===== src/rtl/riscv_hazard_ctrl_if.sv =====
// Hazard controller bundle: ID/EX/MEM/WB hazard inputs and the
// stall/flush/redirect/forwarding controls returned to the pipeline.
interface riscv_hazard_ctrl_if #(
    parameter int XLEN = 32,
    parameter int RA_W = 5
);
    logic [RA_W-1:0] id_rs1;
    logic [RA_W-1:0] id_rs2;
    logic            id_rs1_used;
    logic            id_rs2_used;
    logic [RA_W-1:0] ex_rd;
    logic [RA_W-1:0] mem_rd;
    logic [RA_W-1:0] wb_rd;
    logic            ex_we;
    logic            mem_we;
    logic            wb_we;
    logic            ex_memread;
    logic            imem_busywait;
    logic            dmem_busywait;
    logic            branch_taken;
    logic [XLEN-1:0] branch_target;

    logic            pc_stall;
    logic            pc_redirect;
    logic [XLEN-1:0] pc_redirect_target;
    logic            if_id_stall;
    logic            if_id_flush;
    logic            id_ex_stall;
    logic            id_ex_flush;
    logic            ex_mem_stall;
    logic            mem_wb_stall;
    logic [1:0]      fwd_a_sel;
    logic [1:0]      fwd_b_sel;

    // Pipeline side: supplies hazard info, consumes controls.
    modport master (
        output id_rs1, id_rs2, id_rs1_used, id_rs2_used,
        output ex_rd, mem_rd, wb_rd, ex_we, mem_we, wb_we,
        output ex_memread, imem_busywait, dmem_busywait,
        output branch_taken, branch_target,
        input  pc_stall, pc_redirect, pc_redirect_target,
        input  if_id_stall, if_id_flush, id_ex_stall, id_ex_flush,
        input  ex_mem_stall, mem_wb_stall, fwd_a_sel, fwd_b_sel
    );

    // Hazard controller side.
    modport slave (
        input  id_rs1, id_rs2, id_rs1_used, id_rs2_used,
        input  ex_rd, mem_rd, wb_rd, ex_we, mem_we, wb_we,
        input  ex_memread, imem_busywait, dmem_busywait,
        input  branch_taken, branch_target,
        output pc_stall, pc_redirect, pc_redirect_target,
        output if_id_stall, if_id_flush, id_ex_stall, id_ex_flush,
        output ex_mem_stall, mem_wb_stall, fwd_a_sel, fwd_b_sel
    );
endinterface


===== src/rtl/riscv_hazard_ctrl.sv =====
// Central stall/flush/redirect/forwarding controller, 5-stage RV32.
// Optional macro FWD_EN: enables EX/MEM and MEM/WB operand forwarding.
module riscv_hazard_ctrl #(
    parameter int XLEN       = 32,
    parameter int RA_W       = 5,
    parameter int LU_BUBBLES = 1
) (
    input  logic                  CLK,
    input  logic                  RESET,
    riscv_hazard_ctrl_if.slave    hz
);

    typedef enum logic [1:0] {
        RUN        = 2'd0,
        LU_STALL   = 2'd1,
        REDIR_PEND = 2'd2
    } state_e;

    localparam logic [2:0] LU_INIT  = 3'(LU_BUBBLES - 1);
    localparam bit         LU_MULTI = (LU_BUBBLES > 1);

`ifdef FWD_EN
    localparam bit FWD_ON = 1'b1;
`else
    localparam bit FWD_ON = 1'b0;
`endif

    state_e          state_q, state_d;
    logic [2:0]      lu_cnt_q, lu_cnt_d;
    logic [XLEN-1:0] target_q, target_d;

    logic a_ex, a_mem, a_wb;
    logic b_ex, b_mem, b_wb;
    logic hazard;
    logic [1:0] fwd_a, fwd_b;

    logic            pc_stall, pc_redirect;
    logic [XLEN-1:0] redir_tgt;
    logic            if_id_stall, if_id_flush;
    logic            id_ex_stall, id_ex_flush;
    logic            ex_mem_stall, mem_wb_stall;

    // A source matches a stage only if it is read, written, and not x0.
    function automatic logic hit(
        input logic            used,
        input logic [RA_W-1:0] rs,
        input logic [RA_W-1:0] rd,
        input logic            we
    );
        return used && we && (rd != '0) && (rs == rd);
    endfunction

    // Per-source/per-stage RAW match terms.
    always_comb begin
        a_ex  = hit(hz.id_rs1_used, hz.id_rs1, hz.ex_rd,  hz.ex_we);
        a_mem = hit(hz.id_rs1_used, hz.id_rs1, hz.mem_rd, hz.mem_we);
        a_wb  = hit(hz.id_rs1_used, hz.id_rs1, hz.wb_rd,  hz.wb_we);
        b_ex  = hit(hz.id_rs2_used, hz.id_rs2, hz.ex_rd,  hz.ex_we);
        b_mem = hit(hz.id_rs2_used, hz.id_rs2, hz.mem_rd, hz.mem_we);
        b_wb  = hit(hz.id_rs2_used, hz.id_rs2, hz.wb_rd,  hz.wb_we);
    end

`ifdef FWD_EN
    // Forward youngest producer first; only a load in EX must interlock.
    always_comb begin
        fwd_a  = a_ex ? 2'b01 : (a_mem ? 2'b10 : 2'b00);
        fwd_b  = b_ex ? 2'b01 : (b_mem ? 2'b10 : 2'b00);
        hazard = hz.ex_memread && (a_ex || b_ex);
    end
`else
    // No bypass and no write-through: any in-flight producer interlocks.
    always_comb begin
        fwd_a  = 2'b00;
        fwd_b  = 2'b00;
        hazard = a_ex || a_mem || a_wb || b_ex || b_mem || b_wb;
    end
`endif

    // Next-state and control outputs; dmem wait freezes everything.
    always_comb begin
        state_d      = state_q;
        lu_cnt_d     = lu_cnt_q;
        target_d     = target_q;
        pc_stall     = 1'b0;
        pc_redirect  = 1'b0;
        redir_tgt    = '0;
        if_id_stall  = 1'b0;
        if_id_flush  = 1'b0;
        id_ex_stall  = 1'b0;
        id_ex_flush  = 1'b0;
        ex_mem_stall = 1'b0;
        mem_wb_stall = 1'b0;
        if (!RESET) begin
            state_d  = RUN;
            lu_cnt_d = '0;
            target_d = '0;
        end else if (hz.dmem_busywait) begin
            pc_stall     = 1'b1;
            if_id_stall  = 1'b1;
            id_ex_stall  = 1'b1;
            ex_mem_stall = 1'b1;
            mem_wb_stall = 1'b1;
        end else if (hz.branch_taken) begin
            if_id_flush = 1'b1;
            id_ex_flush = 1'b1;
            lu_cnt_d    = '0;
            if (hz.imem_busywait) begin
                pc_stall = 1'b1;
                target_d = hz.branch_target;
                state_d  = REDIR_PEND;
            end else begin
                pc_redirect = 1'b1;
                redir_tgt   = hz.branch_target;
                state_d     = RUN;
            end
        end else begin
            unique case (state_q)
                REDIR_PEND: begin
                    if (hz.imem_busywait) begin
                        pc_stall    = 1'b1;
                        if_id_flush = 1'b1;
                    end else begin
                        pc_redirect = 1'b1;
                        redir_tgt   = target_q;
                        state_d     = RUN;
                    end
                end
                LU_STALL: begin
                    pc_stall    = 1'b1;
                    if_id_stall = 1'b1;
                    id_ex_flush = 1'b1;
                    lu_cnt_d    = lu_cnt_q - 3'd1;
                    if (lu_cnt_q <= 3'd1) begin
                        state_d  = RUN;
                        lu_cnt_d = '0;
                    end
                end
                default: begin
                    if (hazard) begin
                        pc_stall    = 1'b1;
                        if_id_stall = 1'b1;
                        id_ex_flush = 1'b1;
                        if (FWD_ON && LU_MULTI) begin
                            lu_cnt_d = LU_INIT;
                            state_d  = LU_STALL;
                        end
                    end else if (hz.imem_busywait) begin
                        pc_stall    = 1'b1;
                        if_id_flush = 1'b1;
                    end
                end
            endcase
        end
    end

    // State, bubble counter and pending redirect target.
    always_ff @(posedge CLK or negedge RESET) begin
        if (!RESET) begin
            state_q  <= RUN;
            lu_cnt_q <= '0;
            target_q <= '0;
        end else begin
            state_q  <= state_d;
            lu_cnt_q <= lu_cnt_d;
            target_q <= target_d;
        end
    end

    // Drive the bundle; every control reads 0 while reset is held.
    always_comb begin
        hz.pc_stall           = pc_stall;
        hz.pc_redirect        = pc_redirect;
        hz.pc_redirect_target = redir_tgt;
        hz.if_id_stall        = if_id_stall;
        hz.if_id_flush        = if_id_flush;
        hz.id_ex_stall        = id_ex_stall;
        hz.id_ex_flush        = id_ex_flush;
        hz.ex_mem_stall       = ex_mem_stall;
        hz.mem_wb_stall       = mem_wb_stall;
        hz.fwd_a_sel          = RESET ? fwd_a : 2'b00;
        hz.fwd_b_sel          = RESET ? fwd_b : 2'b00;
    end

endmodule

===== src/flat_wrapper.sv =====
// flat-port wrapper written by rule: the top's interface ports become plain ports
module riscv_hazard_ctrl_flat 
#(
    parameter int XLEN       = 32,
    parameter int RA_W       = 5,
    parameter int LU_BUBBLES = 1
)
  (CLK, RESET, hz_id_rs1, hz_id_rs2, hz_id_rs1_used, hz_id_rs2_used, hz_ex_rd, hz_mem_rd, hz_wb_rd, hz_ex_we, hz_mem_we, hz_wb_we, hz_ex_memread, hz_imem_busywait, hz_dmem_busywait, hz_branch_taken, hz_branch_target, hz_pc_stall, hz_pc_redirect, hz_pc_redirect_target, hz_if_id_stall, hz_if_id_flush, hz_id_ex_stall, hz_id_ex_flush, hz_ex_mem_stall, hz_mem_wb_stall, hz_fwd_a_sel, hz_fwd_b_sel);
  riscv_hazard_ctrl_if #(.XLEN(XLEN), .RA_W(RA_W)) hz_i ();
  input  logic CLK;
  input  logic RESET;
  input wire logic [$bits(hz_i.id_rs1)-1:0] hz_id_rs1;
  input wire logic [$bits(hz_i.id_rs2)-1:0] hz_id_rs2;
  input wire logic [$bits(hz_i.id_rs1_used)-1:0] hz_id_rs1_used;
  input wire logic [$bits(hz_i.id_rs2_used)-1:0] hz_id_rs2_used;
  input wire logic [$bits(hz_i.ex_rd)-1:0] hz_ex_rd;
  input wire logic [$bits(hz_i.mem_rd)-1:0] hz_mem_rd;
  input wire logic [$bits(hz_i.wb_rd)-1:0] hz_wb_rd;
  input wire logic [$bits(hz_i.ex_we)-1:0] hz_ex_we;
  input wire logic [$bits(hz_i.mem_we)-1:0] hz_mem_we;
  input wire logic [$bits(hz_i.wb_we)-1:0] hz_wb_we;
  input wire logic [$bits(hz_i.ex_memread)-1:0] hz_ex_memread;
  input wire logic [$bits(hz_i.imem_busywait)-1:0] hz_imem_busywait;
  input wire logic [$bits(hz_i.dmem_busywait)-1:0] hz_dmem_busywait;
  input wire logic [$bits(hz_i.branch_taken)-1:0] hz_branch_taken;
  input wire logic [$bits(hz_i.branch_target)-1:0] hz_branch_target;
  output wire logic [$bits(hz_i.pc_stall)-1:0] hz_pc_stall;
  output wire logic [$bits(hz_i.pc_redirect)-1:0] hz_pc_redirect;
  output wire logic [$bits(hz_i.pc_redirect_target)-1:0] hz_pc_redirect_target;
  output wire logic [$bits(hz_i.if_id_stall)-1:0] hz_if_id_stall;
  output wire logic [$bits(hz_i.if_id_flush)-1:0] hz_if_id_flush;
  output wire logic [$bits(hz_i.id_ex_stall)-1:0] hz_id_ex_stall;
  output wire logic [$bits(hz_i.id_ex_flush)-1:0] hz_id_ex_flush;
  output wire logic [$bits(hz_i.ex_mem_stall)-1:0] hz_ex_mem_stall;
  output wire logic [$bits(hz_i.mem_wb_stall)-1:0] hz_mem_wb_stall;
  output wire logic [$bits(hz_i.fwd_a_sel)-1:0] hz_fwd_a_sel;
  output wire logic [$bits(hz_i.fwd_b_sel)-1:0] hz_fwd_b_sel;
  assign hz_i.id_rs1 = hz_id_rs1;
  assign hz_i.id_rs2 = hz_id_rs2;
  assign hz_i.id_rs1_used = hz_id_rs1_used;
  assign hz_i.id_rs2_used = hz_id_rs2_used;
  assign hz_i.ex_rd = hz_ex_rd;
  assign hz_i.mem_rd = hz_mem_rd;
  assign hz_i.wb_rd = hz_wb_rd;
  assign hz_i.ex_we = hz_ex_we;
  assign hz_i.mem_we = hz_mem_we;
  assign hz_i.wb_we = hz_wb_we;
  assign hz_i.ex_memread = hz_ex_memread;
  assign hz_i.imem_busywait = hz_imem_busywait;
  assign hz_i.dmem_busywait = hz_dmem_busywait;
  assign hz_i.branch_taken = hz_branch_taken;
  assign hz_i.branch_target = hz_branch_target;
  assign hz_pc_stall = hz_i.pc_stall;
  assign hz_pc_redirect = hz_i.pc_redirect;
  assign hz_pc_redirect_target = hz_i.pc_redirect_target;
  assign hz_if_id_stall = hz_i.if_id_stall;
  assign hz_if_id_flush = hz_i.if_id_flush;
  assign hz_id_ex_stall = hz_i.id_ex_stall;
  assign hz_id_ex_flush = hz_i.id_ex_flush;
  assign hz_ex_mem_stall = hz_i.ex_mem_stall;
  assign hz_mem_wb_stall = hz_i.mem_wb_stall;
  assign hz_fwd_a_sel = hz_i.fwd_a_sel;
  assign hz_fwd_b_sel = hz_i.fwd_b_sel;
  riscv_hazard_ctrl #(.XLEN(XLEN), .RA_W(RA_W), .LU_BUBBLES(LU_BUBBLES)) u_core (.CLK(CLK), .RESET(RESET), .hz(hz_i));
endmodule

===== config.mk =====
export PLATFORM = sky130hd
export DESIGN_NAME = riscv_hazard_ctrl_flat
export DESIGN_NICKNAME = d
export VERILOG_FILES = /design/src/rtl/riscv_hazard_ctrl_if.sv /design/src/rtl/riscv_hazard_ctrl.sv /design/src/flat_wrapper.sv
export SDC_FILE = /design/constraint.sdc
export NUM_CORES = 1
export LEC_CHECK = 0
export ABC_AREA = 1
export CAP_MARGIN = 20
export CELL_PAD_IN_SITES_DETAIL_PLACEMENT = 0
export CELL_PAD_IN_SITES_GLOBAL_PLACEMENT = 2
export CORE_MARGIN = 2
export CORE_UTILIZATION = 21
export DETAILED_ROUTE_END_ITERATION = 10
export PLACE_DENSITY = 0.77
export REMOVE_ABC_BUFFERS = 1
export SKIP_CTS_REPAIR_TIMING = 1
export SLEW_MARGIN = 20
export SYNTH_ARGS = -nofsm -noshare
export SYNTH_HDL_FRONTEND = slang
export SYNTH_SLANG_ARGS = --single-unit

===== constraint.sdc =====
create_clock -name CLK -period 2.1 [get_ports CLK]
set_input_delay 0.42 -clock CLK [delete_from_list [all_inputs] [get_ports CLK]]
set_output_delay 0.42 -clock CLK [all_outputs]
set_load 0.05 [all_outputs]

# == Yosys cells after proc, flatten, opt, wreduce, memory -nomap -nowiden ==
# Cells that the tools add are included.
# totals
register_bits,37
in_bits,68
output_inout_bits,44
elab_cells,97
# op_classes
addsub,1
magnitude_cmp,1
eq_ne,15
mux,48
reduce_logical,29
# op_table
operator,n
$mux 32,10
$eq 5x5->1,6
$mux 1,23
$logic_and 1x1->1,18
$mux 3,5
$reduce_bool 5->1,3
$mux 2,6
$pmux 1 s2,3
$logic_or 1x1->1,5
$ne 2x1->1 const B,2
$ne 4x1->1 const B,1
$ne 4x3->1 const B,1
$ne 4x4->1 const B,1
$pmux 2 s2,1
$reduce_and 4->1,1
$le 3x1->1 const B,1
$ne 3x1->1 const B,1
$reduce_and 3->1,1
$sub 3x1->3 const B,1
$eq 2x1->1 const B,1
$eq 2x2->1 const B,1
$ne 2x2->1 const B,1
$reduce_and 2->1,1

# == Logic depth before layout (Yosys ltp) ==
# Gate-level depths: netlist of run 1.
# depth
word_depth,13
depth_mapped,11
ltp_nobuf,11

# == Least setup slack after synthesis of run 1 ==
# OpenSTA, ideal clock, no wires.
# synth_path
path_type,in2out
startpoint,input port hz_branch_taken
endpoint,output port hz_pc_redirect_target[10]
arrival_ps,2624
required_ps,1680
path_slack_ps,-944
path_stages,9
n_path_buf,2
cell_sequence,buf_2 > nand2_1 > inv_2 > nor2_4 > inv_2 > a21oi_4 > inv_2 > buf_2 > a211oi_1
# synth_between
elab_chain_len,3
# synth_rtl
item,line,text
start: declaration,flat_wrapper.sv:25,input wire logic [$bits(hz_i.branch_taken)-1:0] hz_branch_taken;
$mux 32,riscv_hazard_ctrl.sv:103,end else if (hz.branch_taken) begin
$mux 32,riscv_hazard_ctrl.sv:97,end else if (hz.dmem_busywait) begin
$mux 32,riscv_hazard_ctrl.sv:93,if (!RESET) begin
end: declaration,flat_wrapper.sv:29,output wire logic [$bits(hz_i.pc_redirect_target)-1:0] hz_pc_redirect_target;
# No other way between the ends.

# == Worst setup path after layout of run 1 ==
# layout_path
startpoint,input port RESET
endpoint,output port hz_pc_redirect_target[10]
# layout_between
elab_chain_len,1
# layout_rtl
item,line,text
start: declaration,flat_wrapper.sv:11,input logic RESET;
$mux 32,riscv_hazard_ctrl.sv:93,
# No other way between the ends.

==> results of run 1 <==
## cell usage in the layout, fill, tap and decap left out
cell             instances
nand3_2                  1
buf_2                    2
o22ai_1                 19
clkbuf_2                15
buf_4                   51
o21ai_0                 18
a21oi_1                  3
bufinv_16                1
buf_12                  42
clkbuf_8                 1
clkbuf_16                7
clkbuf_1                 1
conb_1                   4
nand3_4                  2
o21ai_2                  2
clkdlybuf4s50_1         32
a21oi_4                  1
nor2_8                   1
nand3_1                 21
dfrtp_1                 33
a21oi_2                  3
a211oi_2                16
inv_6                    1
buf_8                    1
inv_2                   11
buf_6                    6
nand2_4                  2
nor2_4                   1
nor3_1                   1
nand4_1                  1
nor2_1                  53
inv_4                    2
a211oi_4                11
nor2_2                  11
nand2_2                  5
nand2_1                 93
a211oi_1                 1
o21ai_1                  3
inv_1                   76
dlymetal6s2s_1          15
## cell families (layout without fill, tap and decap cells)
logic type | count (synthesis) | count (layout) | synth area share, %
flip-flops | 33 | 33 | 31.6
buffers and inverters | 113 | 264 | 17.9
other | 1 | 4 | 0.144
AO/OA/AOI/OAI | 77 | 77 | 20.5
AND/OR/NAND/NOR | 192 | 192 | 29.8
## power by group through the flow
stage	sequential (mW)	combinational (mW)	clock, mW
detailed placement	0.679	0.697	0
CTS	0.667	0.701	0.880
finish	0.668	0.756	0.860
global placement	0.678	0.698	0
global route	0.670	0.816	0.899
floorplan	0.677	0.287	0
## layer usage
layer,share of wire (%),up-vias
li1,-,1588
met1,44,1466
met2,49,95
met3,6.0,6
met4,0.47,0
met5,0,-
## state kept, by name, indices dropped and copies added, names as in the netlist
| signal | count |
|---|---|
| u_core.state_q | 1 |
| u_core.target_q | 32 |
## layout make-up
cell class / count / area (um^2)
Tap cell: 168 / 210
Fill cell: 1219 / 6950
Clock inverter: 1 / 30.0
Clock buffer: 7 / 143
Timing Repair Buffer: 166 / 1950
Multi-Input combinational cell: 273 / 1610
Sequential cell: 33 / 826
Inverter: 90 / 348
## through the flow
step                hold slack [ps]  TNS (ps)  std cells  util, %
finish                          209      -460        738     42.4
floorplan                       124    -31580        396        -
detailed placement              521    -14050        724     38.1
global route                    245     -2210        738     42.4
CTS                             257    -14950        732     39.5
global placement                516    -13520        724     38.1
## worst paths after layout
path                                                      from  cells past startpoint                              end
worst max-delay path                                     RESET                     12        hz_pc_redirect_target[10]
worst min-delay path                                     RESET                      2  u_core.target_q[13]$_DFFE_PN0P_
worst max register to register   u_core.state_q[1]$_DFFE_PN0P_                      4    u_core.state_q[1]$_DFFE_PN0P_
worst min register to register  u_core.target_q[8]$_DFFE_PN0P_                      2   u_core.target_q[8]$_DFFE_PN0P_
max in group asynchronous                                RESET                      2  u_core.target_q[24]$_DFFE_PN0P_
min in group CLK                u_core.target_q[8]$_DFFE_PN0P_                      2   u_core.target_q[8]$_DFFE_PN0P_
==> reports/qor.csv, run 1 <==
stage,metric,value,unit
final_layout,drive_gt1_share,34.4,%
synthesis,ys_types,22,
sta,hold_viol,0,
clocking,cts_tree,built,
power_and_ir_drop,p_int,1.59,mW
synthesis,synth-main-ff-cell,dfrtp_1,
synthesis,ys_ff_latch,33,
route,drt-total-wl,9.86,mm
sta,rsz0062_at_grt,yes,
grt,grt-ovfl-total,0,
power_and_ir_drop,power,2.28,mW
sta,setup_violations,18,
synthesis,yosysSeqAreaShare,31.6,%
clocking,cts-buffers-inserted,5,
route,drc,0,
critical_path,reg2reg_slack,1160,ps
floorplan,die_w,115,um
route,wire_per_inst,13.4,um
floorplan,start_util,21.6,%
power_and_ir_drop,power_frac_seq,29.2,%
route,dr.pass1.iters,4,
power_and_ir_drop,leakagePower,2.50,nW
power_and_ir_drop,netSwitchingFraction,30.5,%
route,vias_per_cell,4.28,
clocking,htree_levels,2,
critical_path,max_stage_delay,220,ps
power_and_ir_drop,powerDensity,447,nW/um^2
power_and_ir_drop,switchingPower,698,uW
final_layout,n_antenna_cell,0,
grt,grt_usage,14.0,%
place,gp_congestion,0.802,
floorplan,rows,40,
synthesis,async_flop_share,100,%
grt,use_met3,3.61,%
synthesis,yosys-top-cells-count,"100 x nand2_1, 84 x inv_1, 64 x nor2_1",
critical_path,crit_slowest_cell,a211oi_4,
critical_path,critPathBufInv,8,
final_layout,syn_to_final_growth,95.8,%
place,numPortBuffers,106,
critical_path,critPathMaxFanout,5,
synthesis,syn_avg_cell_area,6.27,um^2
route,route.vias.total,3155,
synthesis,synth-edff-count,0,
clocking,clock-sinks,33,
sta,post-route-period-util,103,%
power_and_ir_drop,ir_drop,0.000368,V
sta,fmax,463,MHz
run_status,status,"complete, but fails checks",
critical_path,endpoint_kind,output port,
flow_run,cap_violations,0,
critical_path,crit_arrival,1740,ps
sta,skew,0,ps
synthesis,syn_area,2610,um^2
grt,top_usage_layer,met2,
floorplan,num_io_pins,112,
power_and_ir_drop,clkPwrFrac,37.7,%
power_and_ir_drop,combinationalPowerShare,33.1,%
place,dp_hpwl,7.24,mm
floorplan,die_h,115,um
synthesis,synthTopCellsByArea,"dfrtp_1 32%, nand2_1 14%, inv_1 12%",
place,place_area,4590,um^2
synthesis,synthDominantCellAreaShare,31.6,%
final_layout,fin_area,5110,um^2
grt,grt.met2_usage,23.8,%
min_path,hold_path.class,input pin to async pin,
floorplan,coreArea,12100,um^2
grt,grt_first_pass_wirelength,14.9,mm
grt,met1_usage,18.5,%
route,drt-initial-drc-count,110,
clocking,clk_latency,270,ps
synthesis,synth_area_leader_cell,dfrtp_1,
critical_path,crit_family,buffers and inverters,
place,post-place-ws,-504,ps
sta,setup_slack,-58.4,ps
grt,grt_pass1_vias,2984,
critical_path,worstSetupStartpointType,input pin,
clocking,clock_path_buffers,2,
grt,grt_max_degree,37,
sta,layout_min_cycle_time,2160,ps
critical_path,path_cells,"buf_8, inv_6, nor2_8, inv_4, nor2_4, inv_2, a21oi_4, inv_4, buf_12, a211oi_4, buf_4, buf_12",
clocking,cts-root-buf,clkbuf_16,
run_status,violations,negative setup slack,
synthesis,synthCells,416,
floorplan,die_area,13300,um^2
synthesis,yosys_warnings,0,
critical_path,critPathKind,input pin to output port,
sta,report.final.slew_viol_count,0,
final_layout,fin_nets,637,
route,final_antenna_net_count,0,
grt,antenna_found_initial,0,
clocking,path_clk_slew,50,ps
synthesis,post-synth-top-count-cell,nand2_1,
critical_path,cp.required,1680,ps
No activity file was read; power rests on OpenSTA's default activity.
==> inputs of run 2 (changes only) <==
SLEW_MARGIN = 10   (was 20)
==> results of run 2 <==
No change in the layout: final DEF, timing and power equal those of run 1.
==> edit 1: new RTL, settings of run 1 <==
`XLEN` is set to 32 in 3 places; all go to 64.
--- a/src/rtl/riscv_hazard_ctrl_if.sv
+++ b/src/rtl/riscv_hazard_ctrl_if.sv
@@ -2,5 +2,5 @@
 // stall/flush/redirect/forwarding controls returned to the pipeline.
 interface riscv_hazard_ctrl_if #(
-    parameter int XLEN = 32,
+    parameter int XLEN = 64,
     parameter int RA_W = 5
 );
--- a/src/rtl/riscv_hazard_ctrl.sv
+++ b/src/rtl/riscv_hazard_ctrl.sv
@@ -2,5 +2,5 @@
 // Optional macro FWD_EN: enables EX/MEM and MEM/WB operand forwarding.
 module riscv_hazard_ctrl #(
-    parameter int XLEN       = 32,
+    parameter int XLEN       = 64,
     parameter int RA_W       = 5,
     parameter int LU_BUBBLES = 1
--- a/src/flat_wrapper.sv
+++ b/src/flat_wrapper.sv
@@ -2,5 +2,5 @@
 module riscv_hazard_ctrl_flat 
 #(
-    parameter int XLEN       = 32,
+    parameter int XLEN       = 64,
     parameter int RA_W       = 5,
     parameter int LU_BUBBLES = 1
Interface: changed (resized hz_branch_target and hz_pc_redirect_target); port bits go from 112 to 176. The function was not compared with the original's and may differ.
==> edit 1 against run 1 <==
  * The run still ends with negative setup slack left
  * Critical path type unchanged
  * Clock skew did not move
  * Power rose by 72%
  * Cell area rose by 64%
  * Critical endpoint is now hz_pc_redirect_target[50]
  * Synthesized area rose by 75%
  * Worst hold slack improved by 0.23 ns
  * Worst setup slack got worse by 0.078 ns
  * Critical path depth fell by 1
  * Sequential cell count rose by 32
  * Clock power rose by 65%
  * Die area rose by 72%
  * Wire length rose by 71%
  * Largest power group unchanged
  * Core utilization fell by 2.9 points
==> edit 1: results (changes against run 1) <==
[placed_design]
dpl_cell_area_sq_mm = 0.00750  ; was 0.00459 sq mm
dpl_worst_slack_ns = -0.525  ; was -0.504 ns
gp_congestion = 0.748  ; was 0.802
dp_hpwl_microns = 11300  ; was 7240 microns
io_buffer_count = 170  ; was 106

[cells_and_area]
final_util = 0.395  ; was 0.424
fillCellCount = 2158  ; was 1,219

[outcome]
violations = negative setup slack  ; unchanged
status = complete, but fails checks  ; unchanged

[setup_path]
cp_max_fo = 8  ; was 5
reg2reg_slack_ns = 1.13  ; was 1.16 ns
cp-endpoint = hz_pc_redirect_target[50]  ; was hz_pc_redirect_target[10]
max_stage_delay_ns = 0.28  ; was 0.22 ns

[clock_network]
cts_buffers = 9  ; was 5
clk_latency_ns = 0.33  ; was 0.27 ns
h-tree-depth = 3  ; was 2

[sta]
setup_ws_ns = -0.136  ; was -0.0584 ns
finalSetupTns_ns = -5.28  ; was -0.460 ns
setup_violations = 61  ; was 18
whs_ns = 0.439  ; was 0.209 ns

[route]
drt-total-wl_microns = 16900  ; was 9860 microns
via_per_inst = 4.21  ; was 4.28

[synthesis]
synth.top_cells.by_count = inv_1, nand2_1, nor2_1, dfrtp_1, a211oi_2  ; was nand2_1, inv_1, nor2_1, dfrtp_1, nand3_1
synth_seq_area_share = 0.356  ; was 0.316
syn_inst = 627  ; was 416
synthTopCellsByArea = dfrtp_1, a211oi_2, inv_1  ; was dfrtp_1, nand2_1, inv_1

[pwr]
p_leak_uw = 0.00366  ; was 0.00250 uW
max-vdd-ir-drop_uv = 350  ; was 368 uV

[grt]
grt.total_usage = 0.137  ; was 0.140
grt_pass1_vias = 4578  ; was 2,984
grt_max_degree = 66  ; was 37

-- edit 1: power breakdown --
group / internal (uW) / leakage [uW] / switching (uW)
registers: 1290 / 0.000894 / 18.7
logic: 498 / 0.00264 / 689
clock network: 827 / 0.000128 / 596
total: 2620 / 0.00366 / 1300
-- edit 1: worst min-delay path: stages --
cell,delay (ns)
buf_8,0.08
buf_4,0.12
buf_4,0.70
-- edit 1: cell type report --
cell class / count / area share
timing repair buffer: 218 / 0.349
multi-input combinational: 383 / 0.320
sequential: 65 / 0.194
inverter: 140 / 0.0639
tap: 275 / 0.0411
clock buffer: 11 / 0.0290
clock inverter: 4 / 0.00344
-- edit 1: per-layer routing --
layer	GRT usage	part of all wire	up-vias
met5	0	0	-
met4	0.0208	0.0058	0
met3	0.0368	0.050	5
met2	0.237	0.51	102
met1	0.176	0.44	2187
li1	-	-	2321
==> edit 2: new RTL, flow settings as in run 1 <==
Without the edit above. Re-encode `state_e` (3 states) as one-hot, 3 bits wide.
--- a/src/rtl/riscv_hazard_ctrl.sv
+++ b/src/rtl/riscv_hazard_ctrl.sv
@@ -11,8 +11,8 @@
 );
 
-    typedef enum logic [1:0] {
-        RUN        = 2'd0,
-        LU_STALL   = 2'd1,
-        REDIR_PEND = 2'd2
+    typedef enum logic [2:0] {
+        RUN        = 3'b001,
+        LU_STALL   = 3'b010,
+        REDIR_PEND = 3'b100
     } state_e;
 
Formal check against the unedited RTL: same outputs for any inputs over 4 cycles, from zero or initial values and one cycle with RESET low; so few cycles prove little.
==> edit 2 against run 1 <==
  * The run still ends with negative setup slack left
  * Fmax fell by 3.9%
  * Sequential share of layout area up 1.1 points
  * Power is 2.5% lower
  * Cell area decreased by 3.4%
  * Wire length is 3.8% lower
  * Sequential cell count rose by 1
  * Sequential power up 8.1%
  * Worst setup slack lost 0.087 ns
  * Clock skew barely moved
  * Register-to-register slack worse by 0.32 ns
  * Synthesized area grew 4.3%
  * Largest cell class unchanged
  * Highest routed layer unchanged
==> edit 2: results (changes against run 1) <==
[pwr]
p_leak_uw = 0.00231  ; was 0.00250 uW
switchingPower_uw = 728  ; was 698 uW

[setup_path]
worstRegToRegCells = 6  ; was 4
crit_arrival_ns = 1.83  ; was 1.74 ns
slowest_stage = dfstp_2  ; was a211oi_4
reg2reg_slack_ns = 0.84  ; was 1.16 ns
cp-endpoint = hz_pc_redirect_target[18]  ; was hz_pc_redirect_target[10]
max_stage_delay_ns = 0.38  ; was 0.22 ns
path_delay_family = simple AND/OR/NAND/NOR gates  ; was buffers and inverters
timing.rr.start = u_core.state_q[0]  ; was u_core.state_q[1]
start_kind = flip-flop  ; was input pin

[placed_design]
post-place-cells = 699  ; was 724
gp_congestion = 0.796  ; was 0.802
dpl_cell_area_sq_mm = 0.00455  ; was 0.00459 sq mm
dpl_worst_slack_ns = -0.487  ; was -0.504 ns
dp_hpwl_microns = 6960  ; was 7240 microns

[cells_and_area]
layout.nets = 602  ; was 637
final_util = 0.391  ; was 0.424
clock_area_frac = 0.0281  ; was 0.0338
drive_gt1_frac = 0.338  ; was 0.344
nonClkBufAreaFrac = 0.345  ; was 0.381
fin_cells = 705  ; was 738
clock_buffers = 6  ; was 7
n_all_buffers = 134  ; was 166

[sta]
setup_ws_ns = -0.146  ; was -0.0584 ns
finalSetupTns_ns = -3.60  ; was -0.460 ns
worst_clock_skew_ns = 0.0000629  ; was 0 ns
setup_violations = 33  ; was 18

[grt]
grt.total_usage = 0.132  ; was 0.140
use_met3 = 0.0213  ; was 0.0361
grtUsageMet2 = 0.222  ; was 0.238
grtUsageMet1 = 0.178  ; was 0.185

[route]
drt-total-wl_microns = 9480  ; was 9860 microns
wl_met1_microns = 4410  ; was 4370 microns
vias = 2974  ; was 3,155
routed-wl-met2_microns = 4610  ; was 4850 microns

[synthesis]
syn_inst = 413  ; was 416
synth-seq-cells = 34  ; was 33
synthTopCellsByArea = dfrtp_1, a211oi_2, nand2_1  ; was dfrtp_1, nand2_1, inv_1
synth_seq_area_share = 0.313  ; was 0.316

[outcome]
violations = negative setup slack  ; unchanged
status = complete, but fails checks  ; unchanged

## edit 2: cell types whose count changed in the layout (fill, tap and decap cells not counted), moves of 3 or more
cell,delta
buf_4,-26
buf_12,+4
nand3_1,-5
nand2_2,+3
a211oi_4,+6
dlymetal6s2s_1,-6
clkbuf_2,-4
nand2_1,-7
## edit 2: cell families (layout without fill, tap and decap cells)
| family | after synthesis | in the layout | synth area share |
|---|---|---|---|
| DFF | 34 | 34 | 0.313 |
| other | 1 | 4 | 0.00138 |
| buffers and inverters | 113 | 230 | 0.175 |
| and+or+nand+nor | 185 | 185 | 0.271 |
| AOI/OAI and AO/OA | 80 | 80 | 0.240 |
## edit 2: power groups by stage
stage | clock network, uW | logic [uW] | registers [uW]
floorplan | 0 | 329 | 727
global placement | 0 | 737 | 729
detailed placement | 0 | 740 | 731
CTS | 723 | 743 | 721
global route | 757 | 863 | 728
finish | 706 | 798 | 722
